`config.mk`:
```
export PLATFORM = sky130hd
export DESIGN_NAME = output_tx_port
export DESIGN_NICKNAME = d
export VERILOG_FILES = /design/src/rtl/noc_params.sv /design/src/rtl/output_tx_port_fifo.sv /design/src/rtl/output_tx_port.sv
export SDC_FILE = /design/constraint.sdc
export NUM_CORES = 1
export LEC_CHECK = 0
export CORE_UTILIZATION = 35
export DETAILED_ROUTE_END_ITERATION = 8
export GPL_TIMING_DRIVEN = 0
export PLACE_DENSITY = 0.61
export SYNTH_ARGS = -nofsm -noshare
export SYNTH_HDL_FRONTEND = slang
export SYNTH_SLANG_ARGS = --single-unit
```
`constraint.sdc`:
```
create_clock -name clk -period 3.3 [get_ports clk]
set_input_delay 0.66 -clock clk [delete_from_list [all_inputs] [get_ports clk]]
set_output_delay 0.66 -clock clk [all_outputs]
set_load 0.1 [all_outputs]
```
`src/rtl/noc_params.sv`:
```
// rtl/noc_params.sv - shared flit types and transmit-port state encoding
package noc_params;

  localparam int FLIT_DATA_W = 16;

  typedef enum logic [1:0] {
    HEAD     = 2'd0,
    BODY     = 2'd1,
    TAIL     = 2'd2,
    HEADTAIL = 2'd3
  } flit_label_t;

  typedef struct packed {
    flit_label_t            label;
    logic [FLIT_DATA_W-1:0] data;
  } flit_t;

  typedef enum logic [1:0] {
    IDLE    = 2'd0,
    WAIT_VC = 2'd1,
    ACTIVE  = 2'd2
  } tx_state_t;

  function automatic logic is_head(input flit_t f);
    return (f.label == HEAD) || (f.label == HEADTAIL);
  endfunction

endpackage

```
`src/rtl/output_tx_port_fifo.sv`:
```
// rtl/output_tx_port_fifo.sv - transmit flit FIFO with wrap-bit pointers
module tx_fifo
  import noc_params::*;
#(
  parameter int BUFFER_SIZE = 4
) (
  input  logic  clk,
  input  logic  rst,
  input  logic  push,
  input  logic  pop,
  input  flit_t data_i,
  output flit_t data_o,
  output logic  full,
  output logic  empty
);

  localparam int AW = $clog2(BUFFER_SIZE);

  flit_t         mem [BUFFER_SIZE];
  logic [AW:0]   wr_ptr;
  logic [AW:0]   rd_ptr;

  // Pointers carry one extra wrap bit so full and empty are distinguishable
  always_ff @(posedge clk or negedge rst) begin
    if (!rst) begin
      wr_ptr <= '0;
      rd_ptr <= '0;
    end else begin
      if (push) wr_ptr <= wr_ptr + 1'b1;
      if (pop)  rd_ptr <= rd_ptr + 1'b1;
    end
  end

  // Storage is write-only on push; no reset needed because empty masks it
  always_ff @(posedge clk) begin
    if (push) mem[wr_ptr[AW-1:0]] <= data_i;
  end

  assign data_o = mem[rd_ptr[AW-1:0]];
  assign empty  = (wr_ptr == rd_ptr);
  assign full   = (wr_ptr[AW] != rd_ptr[AW]) && (wr_ptr[AW-1:0] == rd_ptr[AW-1:0]);

endmodule

```
`src/rtl/output_tx_port.sv`:
```
// rtl/output_tx_port.sv - inter-router link transmitter with packet framing
module output_tx_port
  import noc_params::*;
#(
  parameter int BUFFER_SIZE = 4
) (
  input  logic  clk,
  input  logic  rst,
  input  flit_t xb_flit_i,
  input  logic  xb_valid_i,
  output logic  ready_o,
  input  logic  on_off_i,
  input  logic  vc_allocatable_i,
  output flit_t data_o,
  output logic  valid_flit_o,
  output logic  error_o
);

  tx_state_t state, state_next;
  flit_t     front;
  logic      full, empty;
  logic      push, pop, send, frame_err, overflow;

  tx_fifo #(.BUFFER_SIZE(BUFFER_SIZE)) u_fifo (
    .clk    (clk),
    .rst    (rst),
    .push   (push),
    .pop    (pop),
    .data_i (xb_flit_i),
    .data_o (front),
    .full   (full),
    .empty  (empty)
  );

  assign ready_o  = !full;
  assign push     = xb_valid_i && !full;
  assign overflow = xb_valid_i && full;

  // State register
  always_ff @(posedge clk or negedge rst) begin
    if (!rst) state <= IDLE;
    else      state <= state_next;
  end

  // Framing decisions: which front flit leaves, whether it is sent or discarded
  always_comb begin
    state_next = state;
    pop        = 1'b0;
    send       = 1'b0;
    frame_err  = 1'b0;
    if (!empty) begin
      unique case (state)
        IDLE, WAIT_VC: begin
          if (is_head(front)) begin
            if (vc_allocatable_i && on_off_i) begin
              pop        = 1'b1;
              send       = 1'b1;
              state_next = (front.label == HEAD) ? ACTIVE : IDLE;
            end else begin
              state_next = WAIT_VC;
            end
          end else begin
            pop        = 1'b1;
            frame_err  = 1'b1;
            state_next = IDLE;
          end
        end
        ACTIVE: begin
          if (is_head(front)) begin
            pop       = 1'b1;
            frame_err = 1'b1;
          end else if (on_off_i) begin
            pop  = 1'b1;
            send = 1'b1;
            if (front.label == TAIL) state_next = IDLE;
          end
        end
        default: state_next = IDLE;
      endcase
    end
  end

  // Link output registers; data_o keeps the last sent flit between sends
  always_ff @(posedge clk or negedge rst) begin
    if (!rst) begin
      valid_flit_o <= 1'b0;
      data_o       <= '0;
    end else begin
      valid_flit_o <= send;
      if (send) data_o <= front;
    end
  end

  // Sticky protocol error: framing violation or push into a full FIFO
  always_ff @(posedge clk or negedge rst) begin
    if (!rst)                       error_o <= 1'b0;
    else if (frame_err || overflow) error_o <= 1'b1;
  end

endmodule

```
==> reports/qor.csv <==
stage;metric;value;unit
floorplanning;Core ar.;10900;µm²
global_routing;vias in the first global route;2027;
global_routing;global-route wire length before repair;10600;µm
floorplanning;Die Ht;108;µm
place;hpwl dp;4150;µm
route;final WL;6630;µm
sta;Slew @ Worst Pin;1060;ps
worst_setup_path;critical path launch point type;register;
cts;post-cts gate resize count;0;
floorplanning;FP Rows;38;
global_routing;largest net degree at the start of global routing;29;
synth;Synth area leader;edfxtp_1;
cts;Clk Latency, worst-skew pair;350;ps
worst_setup_path;Critical Path RT;2640;ps
sta;Rel. slew slack;29.6;%
route;Via density;4.70;
sta;Setup TNS Final;0;ps
job;max_cap viols;0;
cts;cts hold-fix bufs;0;
cts;Clock Path Buffers;2;
sta;fin. max-slew vios;0;
sta;Setup Skew;11.9;ps
sta;final hold violations;0;
layout;Layout Cells excl Fill;387;
floorplanning;# IOs;44;
route;Via Count;1817;
floorplanning;initial core utilization;36.1;%
route;Pre-Repair DR Iteration Count;4;
global_routing;met3 Usage GRT;2.65;%
synth;sequential area share after synthesis;72.9;%
layout;# fillers;960;
synth;leading post-synthesis cells by cell area;edfxtp_1 (55%), dfrtp_1 (18%), mux4_2 (10%), mux2_4 (3.4%), mux2_2 (3.2%);
synth;leading cell types by count after synthesis;edfxtp_1 (72), dfrtp_1 (28), mux4_2 (18);
synth;top-area cell type share of the netlist area;55.0;%
layout;ANT cells;0;
cts;TritonCTS clock tree;done;
route;Remaining DRCs;0;
route;drt wl/cell;17.1;µm
run_status;outcome;complete, no violations;
synth;Avg Synthesized Cell Area;20.9;µm²
route;Routed Antenna Nets;0;
cts;Clock Pin Slew Worst Setup and Hold Paths;100;ps
global_routing;global route hottest layer;met2;
cts;Clock Sinks;100;
cts;CTS H-tree depth;3;
cts;Root Buffer;clkbuf_8;
synth;Yosys warnings;0;
floorplanning;die width;108;µm
worst_setup_path;CP arrival;2410;ps
global_routing;GRT overflow;0;
synth;synthesized area;3930;µm²
synth;FFs w/ async S/R, synth;28.0;%
synth;Seq cells post-synth;100;
synth;Synth Net Count;218;
layout;area grow syn2layout;19.8;%
route;Detailed Route Iter0 Violations;44;
layout;Seq. cell area;2860;µm²
global_routing;GRT Util Overall;12.8;%
place;placed inst area;4530;µm²
layout;nets;272;
worst_hold_path;worst hold path class;input pin to asynchronous set/reset pin;
cts;Post-CTS Setup Repair Bufs;0;
sta;Setup-failing EPs final;0;
layout;footprint of the multi-input gates;996;µm²
synth;Mapped Cells;188;
worst_setup_path;CP Class;register to output port;
sta;RSZ-0062 raised after global routing;false;
sta;hold slack;331;ps
layout;share of layout cells above drive strength 1;24.3;%
place;Port Buffer Count;43;
layout;cell area after layout;4710;µm²
global_routing;met2 usage;21.6;%
sta;period utilization;93.0;%
synth;Primary FF master, synth;edfxtp_1;
worst_setup_path;crit end category;output port;
place;GP Congestion;0.690;
cts;CTS buffer count;9;
global_routing;grt met1 use;15.4;%
global_routing;initial antenna violation count;0;
floorplanning;full die area;11700;µm²
worst_setup_path;CP Max Fanout;7;
synth;Post-synth EDFFs;72;
place;placed insts;371;
synth;library cells used by synthesis;26;
sta;f_max;326;MHz
synth;count leader, synth;edfxtp_1;
sta;Final Critical Period;3070;ps
==> path summary, 6_finish.rpt <==
kind / from / to / slack [ps] / cells after the start
worst max-delay path: u_fifo.wr_ptr[0] / ready_o / 230 / 3
worst min-delay path: rst / valid_flit_o / 330 / 1
worst max register to register: u_fifo.rd_ptr[0] / data_o[16] / 550 / 8
worst min register to register: u_fifo.rd_ptr[2] / u_fifo.rd_ptr[2] / 490 / 1
max in group asynchronous: rst / u_fifo.rd_ptr[0] / 2520 / 1
min in group clk: u_fifo.rd_ptr[2] / u_fifo.rd_ptr[2] / 490 / 1
==> registers in the layout (all words and copies together) (netlist names) <==
| name | count |
|---|---|
| u_fifo.mem | 72 |
| data_o | 18 |
| u_fifo.rd_ptr | 3 |
| u_fifo.wr_ptr | 3 |
| state | 2 |
| error_o | 1 |
| valid_flit_o | 1 |
==> layer usage <==
metal / wire, µm / up-vias
met5: 0 / -
met1: 2830 / 937
met2: 3490 / 32
li1: - / 844
met3: 233 / 4
met4: 71 / 0
==> placed cells by master, fill, tap and decap left out, types with 3 or more instances in the layout <==
master / netlist / final
mux2_2: 11 / 11
buf_6: 3 / 3
mux2_4: 9 / 9
clkbuf_8: 0 / 9
mux2i_1: 3 / 3
dfrtp_1: 28 / 28
inv_1: 7 / 7
mux4_2: 18 / 18
ha_1: 7 / 7
xnor2_1: 5 / 5
buf_2: 2 / 3
edfxtp_1: 72 / 72
clkinv_4: 0 / 3
clkdlybuf4s50_1: 0 / 42
and3_1: 5 / 5
==> worst max-delay path, cell delays in order, from the launching register on <==
cell and delay (ps):
dfrtp_1 460, xnor2_1 200, nand3_1 220, clkdlybuf4s50_1 1170
==> kinds of logic after synthesis <==
family                     Yosys count  share of synthesized area [%]
AOI/OAI and AO/OA                    5                          0.955
xor gates and xnor gates             7                           1.56
adders and majority gates            7                           2.23
buffers and inverters               12                           1.78
DFF                                100                           72.9
muxes                               41                           17.7
and+or+nand+nor                     16                           2.93
==> metrics by stage <==
step | setup WS (ps) | util, %
final | 231 | 43.2
after global placement | 605 | 41.6
after CTS | 189 | 43.2
after floorplan | 564 | -
after global routing | 97.9 | 43.2
after detailed placement | 541 | 41.6
==> final cells by class <==
type	instances	share of cell area (%)
Tap cell	140	3.72
Clock inverter	7	1.12
Clock buffer	9	2.63
Sequential cell	100	60.8
Timing Repair Buffer	43	9.04
Multi-Input combinational cell	76	21.2
Inverter	7	0.558
Buffer	5	0.931
Power is not shown: default switching activity piles up to over one toggle a cycle in this logic, so the estimate is an artifact.
